**config.mk**
```make
export PLATFORM = sky130hd
export DESIGN_NAME = ai_player
export DESIGN_NICKNAME = d
export VERILOG_FILES = /design/src/rtl/ai_player_pkg.sv /design/src/rtl/ai_player_line_eval.sv /design/src/rtl/ai_player.sv
export SDC_FILE = /design/constraint.sdc
export NUM_CORES = 1
export LEC_CHECK = 0
export ABC_AREA = 1
export CAP_MARGIN = 20
export CORE_MARGIN = 2
export CORE_UTILIZATION = 35
export DETAILED_ROUTE_END_ITERATION = 7
export GPL_TIMING_DRIVEN = 1
export PLACE_DENSITY = 0.65
export SYNTH_ARGS = -nofsm -noshare
export SYNTH_HDL_FRONTEND = slang
export SYNTH_SLANG_ARGS = --single-unit
```
**constraint.sdc**
```tcl
create_clock -name ph1 -period 3.7 [get_ports ph1]
set_input_delay 0.925 -clock ph1 [delete_from_list [all_inputs] [get_ports ph1]]
set_output_delay 0.925 -clock ph1 [all_outputs]
set_load 0.005 [all_outputs]
```
**src/rtl/ai_player_pkg.sv**
```systemverilog
// Shared game definitions: cell codes, FSM states, line and preference tables.
package ai_player_pkg;

    localparam int unsigned CELL_W    = 2;
    localparam int unsigned ADDR_W    = 4;
    localparam int unsigned NUM_CELLS = 9;
    localparam int unsigned BOARD_W   = CELL_W * NUM_CELLS;
    localparam int unsigned IDX_W     = 4;

    typedef enum logic [CELL_W-1:0] {
        CELL_EMPTY = 2'b00,
        CELL_X     = 2'b10,
        CELL_O     = 2'b11
    } cell_e;

    typedef enum logic [2:0] {
        IDLE,
        SCAN_WIN,
        SCAN_BLOCK,
        SCAN_PREF,
        WRITE,
        WAIT
    } state_e;

    // Three cell addresses forming one winning line.
    typedef struct packed {
        logic [ADDR_W-1:0] a0;
        logic [ADDR_W-1:0] a1;
        logic [ADDR_W-1:0] a2;
    } line_t;

    localparam logic [ADDR_W-1:0] NO_CELL   = 4'hF;
    localparam logic [IDX_W-1:0]  LAST_LINE = 4'd7;
    localparam logic [IDX_W-1:0]  LAST_PREF = 4'd8;

    // Line table: rows, columns, then the two diagonals.
    function automatic line_t line_at(input logic [2:0] idx);
        case (idx)
            3'd0:    line_at = '{4'd0, 4'd1, 4'd2};
            3'd1:    line_at = '{4'd3, 4'd4, 4'd5};
            3'd2:    line_at = '{4'd6, 4'd7, 4'd8};
            3'd3:    line_at = '{4'd0, 4'd3, 4'd6};
            3'd4:    line_at = '{4'd1, 4'd4, 4'd7};
            3'd5:    line_at = '{4'd2, 4'd5, 4'd8};
            3'd6:    line_at = '{4'd0, 4'd4, 4'd8};
            default: line_at = '{4'd2, 4'd4, 4'd6};
        endcase
    endfunction

    // Preference order: center, corners, then edges.
    function automatic logic [ADDR_W-1:0] pref_at(input logic [IDX_W-1:0] idx);
        case (idx)
            4'd0:    pref_at = 4'd4;
            4'd1:    pref_at = 4'd0;
            4'd2:    pref_at = 4'd2;
            4'd3:    pref_at = 4'd6;
            4'd4:    pref_at = 4'd8;
            4'd5:    pref_at = 4'd1;
            4'd6:    pref_at = 4'd3;
            4'd7:    pref_at = 4'd5;
            default: pref_at = 4'd7;
        endcase
    endfunction

    // Extract one cell from a board image; out-of-range addresses read as occupied.
    function automatic logic [CELL_W-1:0] cell_of(input logic [BOARD_W-1:0] board,
                                                   input logic [ADDR_W-1:0] addr);
        cell_of = 2'b01;
        for (int i = 0; i < int'(NUM_CELLS); i++) begin
            if (addr == ADDR_W'(i)) cell_of = board[CELL_W*i +: CELL_W];
        end
    endfunction

endpackage

```
**src/rtl/ai_player_line_eval.sv**
```systemverilog
// line_eval: flags a line holding exactly two target symbols plus one empty cell.
module ai_player_line_eval
    import ai_player_pkg::*;
(
    input  logic [CELL_W-1:0] c0,
    input  logic [CELL_W-1:0] c1,
    input  logic [CELL_W-1:0] c2,
    input  logic [CELL_W-1:0] sym,
    input  line_t             line,
    output logic              hit_c,
    output logic [ADDR_W-1:0] addr_c
);

    logic s0, s1, s2, e0, e1, e2;

    // Two-of-symbol plus one-empty match and the address of the empty cell.
    always_comb begin
        s0 = (c0 == sym);
        s1 = (c1 == sym);
        s2 = (c2 == sym);
        e0 = (c0 == CELL_EMPTY);
        e1 = (c1 == CELL_EMPTY);
        e2 = (c2 == CELL_EMPTY);
        hit_c  = (s0 & s1 & e2) | (s0 & e1 & s2) | (e0 & s1 & s2);
        addr_c = NO_CELL;
        if (hit_c) begin
            if (e0)      addr_c = line.a0;
            else if (e1) addr_c = line.a1;
            else         addr_c = line.a2;
        end
    end

endmodule

```
**src/rtl/ai_player.sv**
```systemverilog
// Tic-tac-toe computer player: win, else block, else take a preferred cell.
module ai_player
    import ai_player_pkg::*;
#(
    parameter logic [1:0] AI_SYMBOL = 2'b11
) (
    input  logic               ph1,
    input  logic               reset,
    input  logic               myTurn,
    input  logic               gameIsDone,
    input  logic [BOARD_W-1:0] gBoard,
    output logic [ADDR_W-1:0]  playerInput,
    output logic               playerWrite,
    output logic               busy,
    output logic               noMove
);

    localparam logic [1:0] OPP_SYMBOL = (AI_SYMBOL == CELL_O) ? CELL_X : CELL_O;

    state_e             state, next_state;
    logic [IDX_W-1:0]   idx, idx_n;
    logic [BOARD_W-1:0] snapshot, snapshot_n;
    logic [ADDR_W-1:0]  cell_q, cell_n;
    logic               no_move_n, write_n, busy_n;
    logic [ADDR_W-1:0]  addr_n;

    line_t              ln;
    logic [CELL_W-1:0]  sym;
    logic               hit;
    logic [ADDR_W-1:0]  hit_addr;
    logic [ADDR_W-1:0]  pref_addr;
    logic               pref_empty;

    // Current line and preference cell under test, drawn from the snapshot.
    always_comb begin
        ln         = line_at(idx[2:0]);
        sym        = (state == SCAN_BLOCK) ? OPP_SYMBOL : AI_SYMBOL;
        pref_addr  = pref_at(idx);
        pref_empty = (cell_of(snapshot, pref_addr) == CELL_EMPTY);
    end

    ai_player_line_eval u_line_eval (
        .c0     (cell_of(snapshot, ln.a0)),
        .c1     (cell_of(snapshot, ln.a1)),
        .c2     (cell_of(snapshot, ln.a2)),
        .sym    (sym),
        .line   (ln),
        .hit_c  (hit),
        .addr_c (hit_addr)
    );

    // Next-state, datapath and next-output logic.
    always_comb begin
        next_state = state;
        idx_n      = idx;
        snapshot_n = snapshot;
        cell_n     = cell_q;
        no_move_n  = noMove;

        case (state)
            IDLE: begin
                if (myTurn && !gameIsDone) begin
                    snapshot_n = gBoard;
                    idx_n      = '0;
                    no_move_n  = 1'b0;
                    next_state = SCAN_WIN;
                end
            end
            SCAN_WIN, SCAN_BLOCK: begin
                if (hit) begin
                    cell_n     = hit_addr;
                    next_state = WRITE;
                end else if (idx == LAST_LINE) begin
                    idx_n      = '0;
                    next_state = (state == SCAN_WIN) ? SCAN_BLOCK : SCAN_PREF;
                end else begin
                    idx_n = idx + IDX_W'(1);
                end
            end
            SCAN_PREF: begin
                if (pref_empty) begin
                    cell_n     = pref_addr;
                    next_state = WRITE;
                end else if (idx == LAST_PREF) begin
                    no_move_n  = 1'b1;
                    next_state = WAIT;
                end else begin
                    idx_n = idx + IDX_W'(1);
                end
            end
            WRITE: next_state = WAIT;
            WAIT:  if (!myTurn) next_state = IDLE;
            default: next_state = IDLE;
        endcase

        // Losing the turn mid-scan or the game ending abandons the move.
        if ((state == SCAN_WIN || state == SCAN_BLOCK || state == SCAN_PREF) && !myTurn)
            next_state = IDLE;
        if (gameIsDone)
            next_state = IDLE;

        write_n = (next_state == WRITE);
        addr_n  = write_n ? cell_n : NO_CELL;
        busy_n  = (next_state != IDLE);
    end

    // State, datapath and registered outputs.
    always_ff @(posedge ph1 or negedge reset) begin
        if (!reset) begin
            state       <= IDLE;
            idx         <= '0;
            snapshot    <= '0;
            cell_q      <= '0;
            playerInput <= NO_CELL;
            playerWrite <= 1'b0;
            busy        <= 1'b0;
            noMove      <= 1'b0;
        end else begin
            state       <= next_state;
            idx         <= idx_n;
            snapshot    <= snapshot_n;
            cell_q      <= cell_n;
            playerInput <= addr_n;
            playerWrite <= write_n;
            busy        <= busy_n;
            noMove      <= no_move_n;
        end
    end

endmodule

```
; ---- Word level (Yosys, flattened, before mapping)
; Memories as Yosys holds them, arrays and structs flattened.
; Cells that the tools add are included.
[word_totals]
regBits = 36
mem_bits_ro = 32
in_bits = 22
word_cells = 160
n_memories = 1
[op_classes]
n_addsub = 1
eq_ne = 54
mux = 65
bitwise = 8
reduce_logical = 23
[mem_list]
columns = memory, depth, width, read_ports, rd_clocked_by_memory_dff, write_ports, line_no
row1 = (name not given), 8, 4, 1, 0, 0, ai_player_pkg.sv:52  ; case (idx)
[op_table]
columns = op, count
row1 = 11-bit case mux with 7 select lines, 1
row2 = 2-bit 2-to-1 mux, 36
row3 = 4-bit by 3-bit == test with 1-bit output (second input constant), 17
row4 = 4-bit 2-to-1 mux, 11
row5 = 4-bit by 2-bit == test with 1-bit output (second input constant), 8
row6 = 3-bit 2-to-1 mux, 8
row7 = 4-bit == test (second input constant), 5
row8 = 3-bit == test (second input constant), 6
row9 = 4-bit by 1-bit == test with 1-bit output (second input constant), 4
row10 = 4-bit logical NOT, 4
row11 = 3-bit case mux with 5 select lines, 1
row12 = 3-bit by 2-bit == test with 1-bit output (second input constant), 4
row13 = 4-bit case mux with 3 select lines, 1
row14 = 2-bit != test (second input constant), 5
row15 = 2-bit logical NOT, 4
row16 = 4-bit case mux with 2 select lines, 1
row17 = 1-bit AND, 6
row18 = 2-bit == test, 3
row19 = 3-bit by 1-bit == test with 1-bit output (second input constant), 2
row20 = 3-bit logical NOT, 2
row21 = 3-bit nonzero test, 2
row22 = 1-bit 2-to-1 mux, 5
row23 = 5-bit AND reduction, 1
row24 = 4-bit by 1-bit adder with 4-bit output (second input constant), 1
row25 = 9 further kinds, 13

; ---- Logic depth before layout (Yosys ltp)
; Gate-level depths: netlist (run 1).
[depth]
word_depth = 23
depth_mapped = 25
mapped_depth_nobuf = 24

; ---- By module
; A second synthesis (run 1) with hierarchy kept.
[hier_totals]
hier_cells = 411
hier_area_um2 = 2792.7
[modules_own_cells]
columns = mod, n_inst, cells_each, area_per_inst_um2
row1 = ai_player, 1, 358, 2534.9
row2 = ai_player_line_eval, 1, 53, 257.7

; ---- Worst setup path before layout (run 1)
; No wires, ideal clock.
[synth_timing]
path_kind = reg2reg
start = reg idx[0]
end = reg playerInput[0]
setup_ps = 80
arrival_ps = 2486
path_slack_ps = 1135
stages_incl_launch_ff = 22
synth_period_minus_slack_ps = 2565
path_cell_list = dfrtp_1 inv_1 ha_1 nor2_1 nand3_2 buf_6 nand4_2 nor2_1 nor2_1 nand3_1 nor2_2 nand3b_4 nor2_4 nand2_1 nand2_1 nand2_2 nand2_2 nand2_4 nand2_2 nand2_2 nor2_4 nand2_1
[synth_via]
elab_chain_len = 23
word_cells_on_any_way = 113
classes_between = eq/ne: 44 / mux: 51 / bitwise: 8 / reduce/logical: 9 / memory: 1
[synth_rtl]
columns = item, line_no
row1 = "start, declared", ai_player.sv:21  ; logic [IDX_W-1:0] idx, idx_n;
row2 = "start signal, assigned", ai_player.sv:120  ; idx <= idx_n;
row3 = "3-bit == test, or another cell as far along", ai_player_pkg.sv:38  ; case (idx)
row4 = 11-bit case mux with 7 select lines, ai_player_pkg.sv:38
row5 = 4-bit logical NOT, ai_player_pkg.sv:70  ; if (addr == ADDR_W'(i)) cell_of = board[CELL_W*i +: CELL_W];
row6 = 2-bit 2-to-1 mux (9 in a row), ai_player_pkg.sv:70
row7 = "2-bit == test, or another cell as far along", ai_player_line_eval.sv:18  ; s0 = (c0 == sym);
row8 = 1-bit AND (2 in a row), ai_player_line_eval.sv:24  ; hit_c = (s0 & s1 & e2) | (s0 & e1 & s2) | (e0 & s1 & s2);
row9 = 1-bit OR (2 in a row), ai_player_line_eval.sv:24
row10 = 3-bit 2-to-1 mux, ai_player.sv:70  ; if (hit) begin
row11 = 3-bit case mux with 5 select lines (*), ai_player.sv:60  ; case (state)
row12 = 3-bit 2-to-1 mux (*), ai_player.sv:97  ; if ((state == SCAN_WIN || state == SCAN_BLOCK || state == SCAN_PREF) && !myTurn)
row13 = 3-bit 2-to-1 mux (*), ai_player.sv:99  ; if (gameIsDone)
row14 = 3-bit == test (*), ai_player.sv:102  ; write_n = (next_state == WRITE);
row15 = net write_n, ai_player.sv:24  ; logic no_move_n, write_n, busy_n;
row16 = 4-bit 2-to-1 mux (*), ai_player.sv:103  ; addr_n = write_n ? cell_n : NO_CELL;
row17 = net addr_n[0], ai_player.sv:25  ; logic [ADDR_W-1:0] addr_n;
row18 = "end signal, assigned", ai_player.sv:123  ; playerInput <= addr_n;
row19 = "end, declared", ai_player.sv:12  ; output logic [ADDR_W-1:0] playerInput,
; The timed path passes the listed nets; every way through them passes the cells marked *.
; A chain may end at the register's enable or synchronous reset.

; ---- Worst setup path after layout (run 1)
; Ends and elaborated chain as after synthesis.

==> results of run 1 <==
==> flip-flops by register name (all words and copies together) (netlist names) <==
name and cells:
noMove 1, busy 1, idx 4, cell_q 4, playerWrite 1, state 3
snapshot 18, playerInput 4
==> critical path, delay by kind of cell (launching register included) <==
kind                     cells  cell delay [ns]
flip-flops                   1             0.42
adder cells (fa/ha/maj)      1             0.31
AND/OR/NAND/NOR             13             2.00
buffers and inverters        2             0.19
AO/OA/AOI/OAI                2             0.26
==> synth_stat cells, drive strengths merged, types with 3 or more instances <==
library cell	n	share of area [%]
a21oi	9	1.8
a31oi	3	0.69
clkbuf	3	0.41
dfrtp	32	30
dfstp	4	3.9
ha	6	2.8
inv	70	9.7
nand2	122	18
nand3	32	6.6
nand4	15	3.7
nor2	60	9.1
nor3	10	1.8
o211ai	4	1.1
o21ai	34	6.4
==> layer usage <==
metal / vias up / track usage [%] / part of all wire, %
met5: - / 0 / 0
met4: 0 / 6.47 / 2.6
met3: 19 / 2.55 / 5.3
met2: 83 / 30.6 / 45
met1: 1273 / 23.5 / 47
li1: 1387 / - / -
==> logic make-up after synthesis <==
logic type                 count (synthesis)
xor gates and xnor gates                   1
buffers and inverters                     75
adders and majority gates                  6
and+or+nand+nor                          242
AOI/OAI and AO/OA                         56
DFF                                       36
==> area by class of cell <==
cell class | count | area [sq um] | area share (%)
clock buffers | 5 | 68.8 | 2.16
clock inverters | 3 | 18.8 | 0.588
inverters | 70 | 263 | 8.23
multi-input cells | 305 | 1520 | 47.6
flip-flops and latches | 36 | 906 | 28.4
well taps | 102 | 128 | 4.00
repair buffers | 30 | 290 | 9.09
==> power breakdown <==
part           switching (mW)  leakage [nW]  internal, mW
Clock                   0.153        0.0479         0.131
Sequential             0.0416         0.455         0.441
Combinational           0.304          1.13         0.161
==> per-stage QoR <==
step | hold slack [ns] | total power [mW] | instance area [sq um]
2_1_floorplan | 0.472 | 0.804 | 2710
3_3_place_gp | 0.497 | 0.943 | 3100
3_5_place_dp | 0.489 | 0.945 | 3100
4_1_cts | 0.514 | 1.23 | 3190
5_1_grt | 0.530 | 1.32 | 3190
6_report | 0.509 | 1.23 | 3190
==> what timing repair did <==
action,in CTS,in global routing
hold buffers,0,0
endpoints found under the setup margin,0,8
resized for setup,0,1
==> final timing paths <==
path / start / end / slack, ns / cells after the start
max in group asynchronous: reset / snapshot[2] / 2.47 / 1
setup reg to reg: idx[0] / playerInput[0] / 0.44 / 18
hold / removal: noMove / noMove / 0.51 / 1
min in group asynchronous: reset / cell_q[2] / 0.72 / 1
setup / recovery: idx[0] / playerInput[0] / 0.44 / 18
hold reg to reg: noMove / noMove / 0.51 / 1
==> results.sh, run 1 <==
export IMPL_cp_cell_sequence="inv_1 -> ha_1 -> nor2_1 -> nand3_4 -> nand2_1 -> nand3_2 -> o21ai_0 -> inv_1 -> nand2_1 -> a21oi_1 -> nor2_1 -> nand4_1 -> nand2_2 -> nand2_4 -> nand2_2 -> nand2_2 -> nor2_4 -> nand2_1"
export IMPL_skew_ns=0.0128
export IMPL_worstPathRequired_ns=3.92
export IMPL_clk_latency_ns=0.30
export IMPL_preCtsSetupSlack_ns=0.463
export IMPL_ant_nets=0
export IMPL_cp_end_kind="register"
export IMPL_cp_max_fo=13
export IMPL_run_status="finished clean"
export IMPL_start_util_pct=35.7
export IMPL_die_area_sq_um=8470
export IMPL_synth_top_family_by_area="simple AND/OR/NAND/NOR gates"
export IMPL_worst_slew_pin_transition_ns=0.803
export IMPL_stdcell_count=551
export IMPL_period_minus_slack_ns=3.26
export IMPL_grtUsageTotal_pct=18.1
export IMPL_critical_path_class="register to register"
export IMPL_synth_edf_count=0
export IMPL_grt_pass1_wl_mm=12.4
export IMPL_ys_flop_type="dfrtp_1"
export IMPL_tns_ns=0
export IMPL_routedWlPerCell_um=13.2
export IMPL_place_hpwl_mm=5.83
export IMPL_grt_max_degree=37
export IMPL_pin_count=29
export IMPL_routabilityCongestion=0.982
export IMPL_portBuffers=28
export IMPL_firstDrtPassIters=4
export IMPL_cts_root_buf="clkbuf_8"
export IMPL_synth_cell_types=34
export IMPL_cts_htree_levels=2
export IMPL_synth_compound_area_share_pct=11.7
export IMPL_dp_cells=543
export IMPL_rsz0062_at_grt="false"
export IMPL_hold_violations=0
export IMPL_most_common_layout_cells="nand2_1, inv_1, nor2_1"
export IMPL_slew_violations=0
export IMPL_grt_pass1_vias=2671
export IMPL_antenna_found_initial=0
export IMPL_layout_setup_ws_ns=0.445
export IMPL_syn_num_nets=444
export IMPL_syn_to_final_growth_pct=17.7
export IMPL_worst_path_max_delay_cell="dfrtp_1"
export IMPL_yosys_warnings=0
export IMPL_synth_cells=416
export IMPL_syn_area_per_cell_sq_um=6.52
export IMPL_synth_async_reset_ratio_pct=100
export IMPL_cp_arrival_ns=3.47
export IMPL_path_clk_slew_ns=0.08
export IMPL_grt_ovfl_total=0
export IMPL_cp_slowest_stage_delay_ns=0.42
export IMPL_synth_simple_area_share_pct=40.9
export IMPL_die_x_um=92.1
export IMPL_synthMuxAreaShare_pct=0
export IMPL_synth_seq_cells=36
export IMPL_min_path_type="register to register"
export IMPL_diodes=0
export IMPL_yosys_area_share_adder_pct=2.77
export IMPL_cts_tree="done"
export IMPL_power_leakage_nw=1.64
export IMPL_numCtsBuffers=5
export IMPL_max_clock_freq_mhz=307
export IMPL_cap_violations=0
export IMPL_syn_cell_area_sq_um=2710
export IMPL_avgViaCountPerCell=5.01
export IMPL_die_h_um=92.1
export IMPL_rows=32
export IMPL_drtIter0Drc=208
export IMPL_setup_viol=0
export IMPL_cts_max_path_buffers=2
export IMPL_worstSetupStartpointType="register"
export IMPL_yosysSeqAreaShare_pct=33.4
export IMPL_fillers=798
export IMPL_finalCritPeriodShare_pct=88.0
export IMPL_drive_gt1_share_pct=9.35
export IMPL_drt_total_wl_mm=7.29
export IMPL_final_common_cell="nand2_1"
export IMPL_fin_util_pct=42.0
export IMPL_core_sq_um=7610
export IMPL_num_vias=2762
export IMPL_power_density_nw_per_um2=386
export IMPL_clkSinkCount=36
export IMPL_num_nets_final=476
export IMPL_synth_xor_area_share_pct=0.323
export IMPL_drc=0
export IMPL_post_cts_buffers=0
export IMPL_slew_headroom_pct=46.5
export IMPL_ir_drop_v=0.000124
(Power assumes the default switching activity.)
==> run 2, diff against run 1 <==
Settings changed: CORE_UTILIZATION 35 to 50, CTS_CLUSTER_SIZE from default to 14, PLACE_DENSITY 0.65 to 0.83, REMOVE_ABC_BUFFERS from default to 1.
==> results.sh, run 2 (synthesis gave the netlist of run 1 again) <==
export IMPL_run_status="finished clean"
export IMPL_pin_count=29
export IMPL_cts_htree_levels=2
export IMPL_firstDrtPassIters=5
export IMPL_layout_setup_ws_ns=0.391
export IMPL_post_cts_buffers=0
export IMPL_cts_root_buf="clkbuf_8"
export IMPL_routedWlPerCell_um=14.4
export IMPL_final_common_cell="nand2_1"
export IMPL_critical_path_class="register to register"
export IMPL_drive_gt1_share_pct=8.91
export IMPL_r2r_cells=18
export IMPL_slew_violations=0
export IMPL_cts_tree="done"
export IMPL_min_path_type="register to register"
export IMPL_die_area_sq_um=6030
export IMPL_hold_worst_slack_ns=0.513
export IMPL_numCtsBuffers=5
export IMPL_num_nets_final=476
export IMPL_slew_headroom_pct=46.9
export IMPL_fin_util_pct=60.7
export IMPL_drc=0
export IMPL_top_register="snapshot"
export IMPL_diodes=0
export IMPL_antenna_found_initial=0
export IMPL_num_vias=2793
export IMPL_drt_total_wl_mm=7.48
export IMPL_tns_ns=0
export IMPL_cp_arrival_ns=3.52
export IMPL_portBuffers=28
export IMPL_cp_max_fo=13
export IMPL_finalCritPeriodShare_pct=89.4
export IMPL_avgViaCountPerCell=5.38
export IMPL_cap_violations=0
export IMPL_worstPathRequired_ns=3.92
export IMPL_place_hpwl_mm=5.84
export IMPL_ir_drop_v=0.000210
export IMPL_stdcell_count=519
export IMPL_grt_ovfl_total=0
export IMPL_worstSetupStartpointType="register"
export IMPL_power_mw=1.22
export IMPL_rows=26
export IMPL_period_minus_slack_ns=3.31
export IMPL_max_clock_freq_mhz=302
export IMPL_path_clk_slew_ns=0.07
export IMPL_dp_cells=511
export IMPL_power_density_nw_per_um2=389
export IMPL_cts_max_path_buffers=2
export IMPL_skew_ns=0.00665
export IMPL_routabilityCongestion=0.966
export IMPL_die_x_um=77.7
export IMPL_clk_latency_ns=0.29
export IMPL_preCtsSetupSlack_ns=0.450
export IMPL_core_sq_um=5170
export IMPL_grtUsageTotal_pct=26.4
export IMPL_grt_pass1_vias=2696
export IMPL_largest_register_ffs=18
export IMPL_cp_end_kind="register"
export IMPL_setup_viol=0
export IMPL_rsz0062_at_grt="false"
export IMPL_clkSinkCount=36
export IMPL_ant_nets=0
export IMPL_hold_buffers=0
export IMPL_fillers=490
export IMPL_syn_to_final_growth_pct=15.7
export IMPL_hold_violations=0
export IMPL_grt_max_degree=37
export IMPL_die_h_um=77.7
export IMPL_drtIter0Drc=193
export IMPL_grt_pass1_wl_mm=12.6
export IMPL_dpl_cell_area_sq_um=3060
export IMPL_start_util_pct=52.5
export IMPL_fin_area_sq_um=3140
export IMPL_hold_depth=1
export IMPL_worst_slew_pin_transition_ns=0.797
export IMPL_power_leakage_nw=1.63
export IMPL_ctsResizeCount=0
export IMPL_most_common_layout_cells="nand2_1, inv_1, nor2_1"
## run 2: routing by layer
layer / GRT usage (%) / vias up / part of all wire [%] / wire length, um
li1: - / 1391 / - / -
met1: 34.4 / 1279 / 44 / 3320
met2: 43.3 / 107 / 46 / 3420
met3: 6.40 / 16 / 7.9 / 588
met4: 8.39 / 0 / 1.9 / 142
met5: 0 / - / 0 / 0
## run 2: final cells by class
type	count	area (sq um)	share of cell area [%]
multi-input cells	305	1510	48.1
flip-flops and latches	36	906	28.9
repair buffers	30	290	9.25
inverters	70	263	8.37
well taps	70	87.6	2.79
clock buffers	7	76.3	2.43
clock inverters	1	5.00	0.159
## run 2: power breakdown
group	switching, mW	internal, mW	leakage [nW]
clock	0.143	0.132	0.0422
combinational	0.305	0.160	1.13
sequential	0.0395	0.441	0.455
## run 2: final timing paths
check | start | to | slack, ns
max | idx[0] | playerInput[0] | 0.39
max in group asynchronous | reset | cell_q[2] | 2.48
max reg2reg | idx[0] | playerInput[0] | 0.39
min in group asynchronous | reset | snapshot[1] | 0.71
min reg2reg | noMove | noMove | 0.51
min | noMove | noMove | 0.51
## run 2: critical path: stages (launching register included)
cell     delay [ns]
dfrtp_1        0.41
inv_1          0.12
ha_1           0.31
nor2_1         0.24
nand3_2        0.32
nand2_1        0.16
nand3_2        0.10
o21ai_0        0.17
inv_1          0.05
nand2_1        0.11
a21oi_1        0.07
nor2_1         0.22
nand4_1        0.22
nand4_1        0.17
nand2_1        0.08
nand2_1        0.10
nand2_1        0.12
nor2_4         0.18
nand2_1        0.08
==> run 3, diff against run 2 <==
Settings changed: CORE_MARGIN 2 to default.
==> results.sh, run 3 (synthesis gave the netlist of run 1 again) <==
export IMPL_ctsResizeCount=0
export IMPL_antenna_found_initial=0
export IMPL_cts_max_path_buffers=2
export IMPL_min_path_type="register to register"
export IMPL_globalRouteMet3Util_pct=5.03
export IMPL_most_common_layout_cells="nand2_1, inv_1, nor2_1"
export IMPL_grt_max_degree=37
export IMPL_rsz0062_at_grt="false"
export IMPL_cts_htree_levels=2
export IMPL_cp_cell_sequence="inv_1 -> ha_1 -> nor2_1 -> nand3_2 -> nand2_1 -> nand3_2 -> o21ai_0 -> inv_1 -> nand2_1 -> nand4_1 -> inv_1 -> nand3_1 -> nand2_1 -> nand2_2 -> nand2_2 -> nand2_4 -> nand2_2 -> nand2_2 -> nor2_4 -> nand2_1"
export IMPL_syn_to_final_growth_pct=17.3
export IMPL_worst_path_max_delay_cell="dfrtp_1"
export IMPL_worstSetupStartpointType="register"
export IMPL_cp_arrival_ns=3.48
export IMPL_cts_root_buf="clkbuf_8"
export IMPL_grt_ovfl_total=0
export IMPL_die_x_um=75.7
export IMPL_use_met2_pct=47.3
export IMPL_hold_buffers=0
export IMPL_start_util_pct=52.5
export IMPL_fillers=475
export IMPL_ir_drop_v=0.000213
export IMPL_top_register="snapshot"
export IMPL_setup_viol=0
export IMPL_cts_tree="done"
export IMPL_clk_latency_ns=0.29
export IMPL_cp_end_kind="register"
export IMPL_firstDrtPassIters=8
export IMPL_worstPathRequired_ns=3.92
export IMPL_avgViaCountPerCell=5.44
export IMPL_slew_violations=0
export IMPL_num_vias=2822
export IMPL_period_minus_slack_ns=3.25
export IMPL_rows=26
export IMPL_cap_violations=0
export IMPL_diodes=0
export IMPL_die_h_um=75.7
export IMPL_portBuffers=28
export IMPL_critical_path_class="register to register"
export IMPL_post_cts_buffers=0
export IMPL_skew_ns=0.00249
export IMPL_drtIter0Drc=310
export IMPL_drive_gt1_share_pct=9.35
export IMPL_core_sq_um=5170
export IMPL_worst_slew_pin_transition_ns=0.822
export IMPL_largest_register_ffs=18
export IMPL_routabilityCongestion=0.979
export IMPL_cp_max_fo=13
export IMPL_ant_nets=0
export IMPL_final_common_cell="nand2_1"
export IMPL_pin_count=29
export IMPL_num_nets_final=476
export IMPL_place_hpwl_mm=5.94
export IMPL_hold_depth=1
export IMPL_tns_ns=0
export IMPL_stdcell_count=519
export IMPL_dp_cells=511
export IMPL_drt_total_wl_mm=7.61
export IMPL_drc=0
export IMPL_power_density_nw_per_um2=417
export IMPL_die_area_sq_um=5730
export IMPL_finalCritPeriodShare_pct=88.0
export IMPL_routedWlPerCell_um=14.7
export IMPL_grt_util_met1_pct=40.2
export IMPL_power_leakage_nw=1.65
export IMPL_clkSinkCount=36
export IMPL_r2r_cells=20
export IMPL_top_usage_layer="met2"
export IMPL_grt_pass1_vias=2582
export IMPL_numCtsBuffers=5
export IMPL_grtUsageTotal_pct=29.6
export IMPL_run_status="finished clean"
export IMPL_max_clock_freq_mhz=307
export IMPL_cp_slowest_stage_delay_ns=0.42
export IMPL_grt_pass1_wl_mm=12.4
export IMPL_hold_violations=0
export IMPL_path_clk_slew_ns=0.07
export IMPL_slew_headroom_pct=45.2
run 3: cell types whose count changed in the layout (fill, tap and decap cells not counted):
| cell | before | now |
|---|---|---|
| clkbuf_1 | 2 | 0 |
| clkbuf_8 | 5 | 7 |
| bufinv_16 | 0 | 1 |
| clkinv_2 | 1 | 0 |
run 3: metrics by stage:
stage          worst slack, ns  hold WS [ns]  util [%]  power [mW]  instance area (sq um)
6_report                 0.445         0.513      61.6        1.33                   3180
5_1_grt                 0.0886         0.518      61.6        1.41                   3180
4_1_cts                  0.482         0.513      61.6        1.33                   3180
3_5_place_dp             0.508         0.491      59.1       0.939                   3060
3_3_place_gp             0.566         0.484      59.1       0.937                   3060
2_1_floorplan            0.990         0.472         -       0.799                   2680
run 3: layout make-up:
type                            count  area, sq um  share of cell area [%]
Multi-Input combinational cell    305         1510                    47.5
Sequential cell                    36          906                    28.4
Timing Repair Buffer               30          290                    9.12
Inverter                           70          263                    8.25
Clock buffer                        7         96.3                    3.03
Tap cell                           70         87.6                    2.75
Clock inverter                      1         30.0                   0.943
run 3: per-layer routing:
layer  wire [um]  share of wire, %  vias up
met3         581               7.6       26
met2        3430                45      143
met5           0                 0        -
li1            -                 -     1390
met4         218               2.9        0
met1        3380                44     1263
run 3: final timing paths:
check	from	to	slack [ns]
worst max-delay path	idx[0]	playerInput[3]	0.45
worst min register to register	noMove	noMove	0.51
worst max register to register	idx[0]	playerInput[3]	0.45
min in group asynchronous	reset	snapshot[8]	0.72
max in group asynchronous	reset	snapshot[14]	2.46
worst min-delay path	noMove	noMove	0.51
run 3: power by group:
group	switching [mW]	internal [mW]	leakage [nW]
combinational	0.307	0.160	1.13
sequential	0.0376	0.441	0.455
clock	0.147	0.238	0.0645
total	0.491	0.838	1.65
run 3: critical path, delay by kind of cell (launching register included):
family          cells  cell delay (ns)
compound gates      1             0.18
simple gates       15             1.90
buf+inv             3             0.36
flops               1             0.42
fa+ha+maj           1             0.31
